$ cat config.mk
export PLATFORM = sky130hd
export DESIGN_NAME = adc_capture_buf
export DESIGN_NICKNAME = d
export VERILOG_FILES = /design/src/rtl/adc_capture_buf.sv
export SDC_FILE = /design/constraint.sdc
export NUM_CORES = 2
export LEC_CHECK = 0
export CORE_ASPECT_RATIO = 1.25
export CORE_MARGIN = 1.5
export CORE_UTILIZATION = 38
export DETAILED_ROUTE_END_ITERATION = 10
export PLACE_DENSITY = 0.49
export SLEW_MARGIN = 40
export SYNTH_ARGS = -nofsm -noshare
export SYNTH_HDL_FRONTEND = slang
export SYNTH_SLANG_ARGS = --single-unit
$ cat constraint.sdc
create_clock -name clk -period 4.4 [get_ports clk]
set_input_delay 0.44 -clock clk [delete_from_list [all_inputs] [get_ports clk]]
set_output_delay 0.44 -clock clk [all_outputs]
set_load 0.005 [all_outputs]
$ cat src/rtl/adc_capture_buf.sv
// Triggered multi-channel ADC capture buffer: arm/trigger capture of whole frames
// into a frame memory, then readout of enabled channels as a valid/ready stream.
module adc_capture_buf #(
  parameter int NUM_CH = 4,
  parameter int DATA_W = 12,
  parameter int DEPTH  = 64,
  parameter int CNT_W  = $clog2(DEPTH) + 1,
  parameter int CH_W   = ($clog2(NUM_CH) > 0 ? $clog2(NUM_CH) : 1)
) (
  input  logic                     clk,
  input  logic                     rst_n,
  input  logic [NUM_CH*DATA_W-1:0] adc_data,
  input  logic                     adc_valid,
  input  logic [NUM_CH-1:0]        ch_en,
  input  logic [CNT_W-1:0]         cap_len,
  input  logic                     arm,
  input  logic                     trig,
  input  logic                     abort,
  output logic                     rd_valid,
  output logic [DATA_W-1:0]        rd_data,
  output logic [CH_W-1:0]          rd_ch,
  output logic                     rd_last,
  input  logic                     rd_ready,
  output logic                     busy,
  output logic                     done,
  output logic                     err_trig
);

  localparam int ADDR_W  = $clog2(DEPTH);
  localparam int FRAME_W = NUM_CH * DATA_W;

  typedef enum logic [1:0] {IDLE, ARMED, CAPTURE, READOUT} state_t;

  state_t              state;
  logic [NUM_CH-1:0]   mask_q;
  logic [CNT_W-1:0]    len_q;
  logic [CNT_W-1:0]    wr_ptr;
  logic [CNT_W-1:0]    rd_frame;
  logic [CH_W-1:0]     rd_chn;
  logic [CH_W-1:0]     first_q;
  logic                rd_issued;
  logic [FRAME_W-1:0]  mem [DEPTH];

  // Lowest enabled channel at or above start; MSB flags whether one exists.
  function automatic logic [CH_W:0] find_en(input logic [NUM_CH-1:0] mask, input int start);
    logic [CH_W:0] res;
    res = '0;
    for (int i = NUM_CH - 1; i >= 0; i--) begin
      if (i >= start && mask[i]) res = {1'b1, CH_W'(i)};
    end
    return res;
  endfunction

  logic [CH_W:0]    arm_first;
  logic [CH_W:0]    nxt_ch;
  logic [CNT_W-1:0] arm_len;
  logic [CNT_W-1:0] wr_next;
  logic             cap_we;
  logic             issue;
  logic             frame_end;
  logic             last_word;
  logic             xfer;

  assign arm_first = find_en(ch_en, 0);
  assign nxt_ch    = find_en(mask_q, int'(rd_chn) + 1);
  assign arm_len   = (cap_len == '0 || cap_len > CNT_W'(DEPTH)) ? CNT_W'(DEPTH) : cap_len;
  assign wr_next   = wr_ptr + CNT_W'(1);
  assign cap_we    = !abort && adc_valid && ((state == ARMED && trig) || state == CAPTURE);
  // A new word is loaded whenever the output register is empty or being drained.
  assign issue     = state == READOUT && !rd_issued && (!rd_valid || rd_ready);
  assign frame_end = !nxt_ch[CH_W];
  assign last_word = frame_end && (rd_frame == len_q - CNT_W'(1));
  assign xfer      = rd_valid && rd_ready;
  assign busy      = (state != IDLE);

  // NOTE: the frame memory has no reset so it can map onto RAM; its contents are don't-care after reset.
  always_ff @(posedge clk) begin
    if (cap_we) mem[wr_ptr[ADDR_W-1:0]] <= adc_data;
  end

  // NOTE: every register here uses <= so all reads see pre-edge values regardless of statement order.
  always_ff @(posedge clk or negedge rst_n) begin
    if (!rst_n) begin
      state     <= IDLE;
      mask_q    <= '0;
      len_q     <= '0;
      wr_ptr    <= '0;
      rd_frame  <= '0;
      rd_chn    <= '0;
      first_q   <= '0;
      rd_issued <= 1'b0;
      rd_valid  <= 1'b0;
      rd_data   <= '0;
      rd_ch     <= '0;
      rd_last   <= 1'b0;
      done      <= 1'b0;
      err_trig  <= 1'b0;
    end else begin
      done <= 1'b0;
      if (abort) begin
        state     <= IDLE;
        rd_valid  <= 1'b0;
        rd_last   <= 1'b0;
        wr_ptr    <= '0;
        rd_frame  <= '0;
        rd_chn    <= '0;
        rd_issued <= 1'b0;
      end else begin
        if (trig && (state == CAPTURE || state == READOUT)) err_trig <= 1'b1;
        case (state)
          IDLE: begin
            if (arm && arm_first[CH_W]) begin
              mask_q   <= ch_en;
              len_q    <= arm_len;
              first_q  <= arm_first[CH_W-1:0];
              rd_chn   <= arm_first[CH_W-1:0];
              err_trig <= 1'b0;
              wr_ptr   <= '0;
              state    <= ARMED;
            end
          end
          ARMED: begin
            if (trig) begin
              state <= (cap_we && wr_next == len_q) ? READOUT : CAPTURE;
              if (cap_we) wr_ptr <= wr_next;
            end
          end
          CAPTURE: begin
            if (cap_we) begin
              wr_ptr <= wr_next;
              if (wr_next == len_q) state <= READOUT;
            end
          end
          READOUT: begin
            if (issue) begin
              rd_valid <= 1'b1;
              rd_data  <= mem[rd_frame[ADDR_W-1:0]][rd_chn*DATA_W +: DATA_W];
              rd_ch    <= rd_chn;
              rd_last  <= last_word;
              if (last_word) rd_issued <= 1'b1;
              if (frame_end) begin
                rd_chn   <= first_q;
                rd_frame <= rd_frame + CNT_W'(1);
              end else begin
                rd_chn <= nxt_ch[CH_W-1:0];
              end
            end
            if (xfer && rd_last) begin
              state     <= IDLE;
              rd_valid  <= 1'b0;
              rd_last   <= 1'b0;
              done      <= 1'b1;
              wr_ptr    <= '0;
              rd_frame  <= '0;
              rd_chn    <= '0;
              rd_issued <= 1'b0;
            end else if (xfer && !issue) begin
              rd_valid <= 1'b0;
            end
          end
          default: state <= IDLE;
        endcase
      end
    end
  end

endmodule

After elaboration in Yosys (flattened, before gate mapping):

Memories as Yosys holds them, arrays and structs flattened.
Index checks and enable logic that the tools add are counted.

* input bits: 66
* logic and storage cells: 137
* memories: 1
* bits in writable memories: 3072
* register bits: 50

* order comparisons: 5
* shifts and indexed selects: 1
* add/sub/neg operators: 4
* mux-type cells: 56
* multiply operators: 1
* equal/unequal tests: 12
* bitwise logic cells: 1
* reductions and logical operators: 42

Memory list
* mem: words 64, width 48, rd ports 1, clocked after memory_dff 0, wr ports 1, line 42 `logic [FRAME_W-1:0] mem [DEPTH];`

Operator list (count)
* $mux W7: 11
* $shiftx A48 B7 Y12: 1
* $pmux W7 S4: 1
* $mux W3: 8
* $mux W1: 23
* $mux W2: 11
* $reduce_and A3 Y1: 6
* $logic_and A1 B1 Y1: 16
* $add A7 B1 Y7 const B: 2
* $eq A7 B7 Y1: 2
* $ne A3 B2 Y1 const B: 3
* $ne A3 B3 Y1 const B: 3
* $reduce_bool A3 Y1: 3
* $pmux W2 S4: 1
* $gt A7 B7 Y1 const B: 1
* $logic_not A7 Y1: 1
* $sub A7 B1 Y7 const B: 1
* $ge A1 B3 Y1 const A: 2
* $ge A2 B3 Y1 const A: 2
* $logic_not A1 Y1: 5
* $reduce_and A5 Y1: 1
* $eq A2 B2 Y1 const B: 2
* $logic_or A1 B1 Y1: 4
* $mul A2 B2 Y4 const B: 1
* 9 further kinds: 11

Longest topological paths before layout:

* depth after elaboration: 14
* mapped depth: 14
* depth with buffers taken out: 9

Worst setup path before layout:

Ideal clock, no wire load.

* path kind: register to register
* start point: reg state[0]
* end point: mem mem[63][0] (netlist name), enable pin
* period minus slack after synthesis: 3.902 ns
* data required time: 3.946 ns
* arrival time: 3.448 ns
* slack: 0.498 ns
* buffers on the path: 0
* setup time: 0.454 ns
* stages on the path, launching flop included: 7
* cell sequence: dfrtp_1 -> inv_1 -> ha_1 -> a21oi_1 -> nor3b_1 -> nand3_1 -> nor2_1

* word-level cells in the longest chain between the ends: 6

RTL lines
* start, declared: line 34 `state_t state;`
* start signal, assigned: line 124 `state <= (cap_we && wr_next == len_q) ? READOUT : CAPTURE;`
* $eq A2 B1 Y1: line 68 `assign cap_we = !abort && adc_valid && ((state == ARMED && trig) || state == CAPTURE);`
* $logic_and A1 B1 Y1: line 68
* $logic_or A1 B1 Y1 (*): line 68
* $logic_and A1 B1 Y1 (*): line 68
* $mux W1 (*): line 78 `if (cap_we) mem[wr_ptr[ADDR_W-1:0]] <= adc_data;`
* $mux W1 (implied by the code) (*): line 78
* end, declared: line 42

Mark *: on every way between the ends. The rest lies on a longest branch, timed or not.

Final worst setup path:

* start point: reg rd_frame[0]
* end point: reg rd_data[2]

* word-level cells in the longest chain between the ends: 2

RTL lines
* start, declared: line 38 `logic [CNT_W-1:0] rd_frame;`
* start signal, assigned: line 143 `rd_frame <= rd_frame + CNT_W'(1);`
* $mem_v2 Z64 W48
* $shiftx A48 B7 Y12: line 137 `rd_data <= mem[rd_frame[ADDR_W-1:0]][rd_chn*DATA_W +: DATA_W];`
* end signal, assigned: line 137
* end, declared: line 20 `output logic [DATA_W-1:0] rd_data,`

No other way between the ends.
A chain may end at the register's enable or synchronous reset.

==> impl_metrics.env <==
export IMPL_synth_edf_count=3072
export IMPL_synth_area_per_cell_um2=22.0
export IMPL_finClkSkew_ns=0.0429
export IMPL_rsz0062_at_grt="false"
export IMPL_routedWlPerCell_um=38.8
export IMPL_path_class="flop to flop"
export IMPL_drt_iter0_drc=7830
export IMPL_vias=62787
export IMPL_p_per_area_nw_per_um2=451
export IMPL_postCtsResizedCells=0
export IMPL_fin_area_um2=140000
export IMPL_layout_nets=6122
export IMPL_cts_sinks=3121
export IMPL_reg2reg_from="rd_frame[0]"
export IMPL_areaGrowthSynthToFinish_pct=15.8
export IMPL_grt_max_degree=65
export IMPL_p_leak_nw=42.4
export IMPL_numCtsBuffers=317
export IMPL_grt_pass1_vias=62408
export IMPL_die_w_um=507
export IMPL_ant_nets=0
export IMPL_synth_seq_area_share=0.774
export IMPL_synth_cells=5492
export IMPL_syn_nets=5565
export IMPL_antenna_found_initial=27
export IMPL_max_freq_mhz=240
export IMPL_holdWs_ns=0.0934
export IMPL_ys_warn_count=0
export IMPL_synth_seq_cells=3121
export IMPL_path_max_fanout=21
export IMPL_firstDrtPassIters=6
export IMPL_arrival_ns=4.89
export IMPL_htree_levels=5
export IMPL_worst_slew_pin_slew_ns=0.977
export IMPL_ff2ff_path_depth=9
export IMPL_cap_violations=0
export IMPL_crit_path_end_kind="flop"
export IMPL_cts_setup_buffers=0
export IMPL_ir_drop_v=0.000294
export IMPL_finalCritPeriodShare=0.946
export IMPL_track_usage=0.252
export IMPL_grt_overflow=0
export IMPL_core_area_um2=316000
export IMPL_cp_required_ns=5.13
export IMPL_postSynth_asyncResetShare=0.0157
export IMPL_hp_class="input pin to flop"
export IMPL_io_pins=85
export IMPL_syn_area_um2=121000
export IMPL_gp_congestion=0.813
export IMPL_finalPower_mw=63.1
export IMPL_hold_viol=0
export IMPL_dpl_cell_area_um2=130000
export IMPL_drive_above_1_share=0.279
export IMPL_clock_root_buffer="clkbuf_16"
export IMPL_grt_pass1_wl_um=549000
export IMPL_rr_endpoint="rd_data[2]"
export IMPL_maxSlewViolCount=0
export IMPL_die_y_um=633
export IMPL_r2r_slack_ns=0.24
export IMPL_outcome="completed"
export IMPL_cts_tree="yes"
export IMPL_num_fill_cells=26919
export IMPL_holdPathStages=1
export IMPL_dpl_hpwl_um=235000
export IMPL_critPathLaunchType="flop"
export IMPL_start_util=0.382
export IMPL_hp_start="adc_data[20]"
export IMPL_clk_path_buf_depth=4
export IMPL_insertion_delay_ns=0.89
export IMPL_holdBufCountCts=1
export IMPL_fp_row_count=231
export IMPL_setup_tns_ns=0
export IMPL_vias_per_cell=5.98
export IMPL_instances_no_fill=10496
export IMPL_totalWireLength_um=407000
export IMPL_setup_viol=0
export IMPL_dp_cells=9922
export IMPL_die_area_um2=321000
export IMPL_whs_endpoint="mem[20][20]"
export IMPL_synth_cell_types=82
export IMPL_relSlewSlack=0.346
export IMPL_drc=0
export IMPL_synth_main_ff_cell="edfxtp_1"
export IMPL_portBuffers=84
export IMPL_clk_pin_slew_worst_paths_ns=0.06
export IMPL_min_period_ns=4.16
## cell families after synthesis
family / Yosys count / synth area share
XOR/XNOR: 27 / 0.00196
AO/OA/AOI/OAI: 581 / 0.0338
flip-flops: 3121 / 0.774
AND/OR/NAND/NOR: 430 / 0.0161
multiplexers: 1005 / 0.155
buffers and inverters: 321 / 0.0187
adder cells (fa/ha/maj): 7 / 0.000725
## power breakdown
group          switching (mW)  internal (mW)  total (mW)
Combinational            2.30           1.51        3.80
Sequential              0.286           32.8        33.1
Clock                    11.4           14.8        26.2
## synthesized netlist by cell type (7+ instances only)
master | n | area share
xor2_1 | 7 | 0.00051
mux2i_1 | 284 | 0.024
a221oi_1 | 51 | 0.0037
a22oi_1 | 99 | 0.0062
clkbuf_1 | 64 | 0.0020
buf_4 | 39 | 0.0024
buf_8 | 13 | 0.0016
buf_12 | 18 | 0.0030
a22o_1 | 15 | 0.0011
nor2b_1 | 16 | 0.00083
o22ai_1 | 45 | 0.0023
o211ai_1 | 18 | 0.0011
mux4_1 | 7 | 0.0015
a2111oi_0 | 8 | 0.00058
buf_2 | 99 | 0.0041
nand4_1 | 11 | 0.00057
buf_6 | 46 | 0.0043
a31oi_1 | 27 | 0.0014
o21ai_0 | 72 | 0.0030
o31ai_1 | 13 | 0.00081
nor3_1 | 12 | 0.00050
a21oi_1 | 100 | 0.0041
a211oi_1 | 18 | 0.0011
nand2b_1 | 10 | 0.00052
and2_1 | 8 | 0.00041
nand3b_1 | 10 | 0.00062
nand2_1 | 143 | 0.0044
xnor2_1 | 20 | 0.0015
and3_1 | 7 | 0.00036
mux2_2 | 35 | 0.0033
o221ai_1 | 26 | 0.0019
ha_1 | 7 | 0.00072
buf_1 | 18 | 0.00056
o21ai_1 | 15 | 0.00062
dfrtp_1 | 49 | 0.010
a21o_1 | 8 | 0.00050
nand3_1 | 42 | 0.0017
inv_1 | 20 | 0.00062
nor2_1 | 143 | 0.0044
mux4_2 | 679 | 0.13
edfxtp_1 | 3072 | 0.76
## registers in the layout (all words and copies together), names as in the netlist
name and flops:
mem 3072, rd_data 12, len_q 7, rd_frame 7
wr_ptr 7, mask_q 3, first_q 2, rd_ch 2
rd_chn 2, state 2, done 1, err_trig 1
rd_issued 1, rd_last 1, rd_valid 1
## metrics by stage
stage	utilization	worst slack (ns)
after floorplan	-	0.498
after global placement	0.410	-0.614
after detailed placement	0.411	0.209
after CTS	0.442	0.185
after global routing	0.442	0.138
final	0.442	0.238
## layout by cell type, fill, tap and decap left out, types with 19 or more instances in the layout
| cell | netlist | routed |
|---|---|---|
| clkbuf_16 | 0 | 322 |
| mux4_2 | 679 | 679 |
| a21oi_1 | 100 | 100 |
| nor2_4 | 0 | 66 |
| mux2i_1 | 284 | 284 |
| clkinv_1 | 0 | 58 |
| nand2_1 | 143 | 143 |
| o21ai_0 | 72 | 70 |
| inv_1 | 20 | 19 |
| xnor2_1 | 20 | 20 |
| clkbuf_1 | 64 | 77 |
| mux2_2 | 35 | 35 |
| clkdlybuf4s50_1 | 0 | 35 |
| a221oi_1 | 51 | 51 |
| buf_4 | 39 | 355 |
| a22oi_1 | 99 | 99 |
| buf_12 | 18 | 122 |
| bufinv_16 | 0 | 20 |
| edfxtp_1 | 3072 | 3072 |
| clkinv_2 | 0 | 52 |
| o221ai_1 | 26 | 26 |
| dfrtp_1 | 49 | 42 |
| buf_2 | 99 | 19 |
| nor2_1 | 143 | 74 |
| nand3_1 | 42 | 42 |
| a31oi_1 | 27 | 27 |
| o22ai_1 | 45 | 45 |
## worst max-delay path, cell delays in order (launching register included)
cell,delay (ns)
dfrtp_4,0.96
buf_12,0.31
buf_12,0.21
buf_12,0.21
mux4_2,0.51
mux2_2,0.28
a221oi_1,0.67
o311ai_0,0.30
nand3_1,0.35
o211ai_1,0.14
## how the worst max path moves through the flow
stage / start / endpoint / slack, ns / cells past startpoint
2_1_floorplan: state[0] / mem[63][0] / 0.50 / 6
3_3_place_gp: rd_frame[0] / rd_data[7] / -0.61 / 9
3_5_place_dp: rd_frame[0] / rd_data[2] / 0.21 / 9
4_1_cts: rd_frame[0] / rd_data[2] / 0.19 / 9
5_1_grt: rd_frame[0] / rd_data[2] / 0.14 / 9
6_report: rd_frame[0] / rd_data[2] / 0.24 / 9
## metal layers
metal | GRT usage | routed length, µm | up-vias
met5 | 0 | 27 | -
met3 | 0.0314 | 26900 | 535
li1 | - | - | 24425
met4 | 0.0707 | 12300 | 4
met1 | 0.339 | 164000 | 35114
met2 | 0.429 | 204000 | 2709
## final cells by class
| class | instances | area (µm²) | share of cell area |
|---|---|---|---|
| Multi-Input combinational cell | 2050 | 25600 | 0.183 |
| Tap cell | 4194 | 5250 | 0.0375 |
| Antenna cell | 10 | 25.0 | 0.000179 |
| Clock inverter | 150 | 1260 | 0.00904 |
| Inverter | 22 | 85.1 | 0.000608 |
| Timing Repair Buffer | 537 | 5650 | 0.0404 |
| Sequential cell | 3121 | 93500 | 0.668 |
| Clock buffer | 412 | 8530 | 0.0609 |
Power figures use the tool's default switching activity.
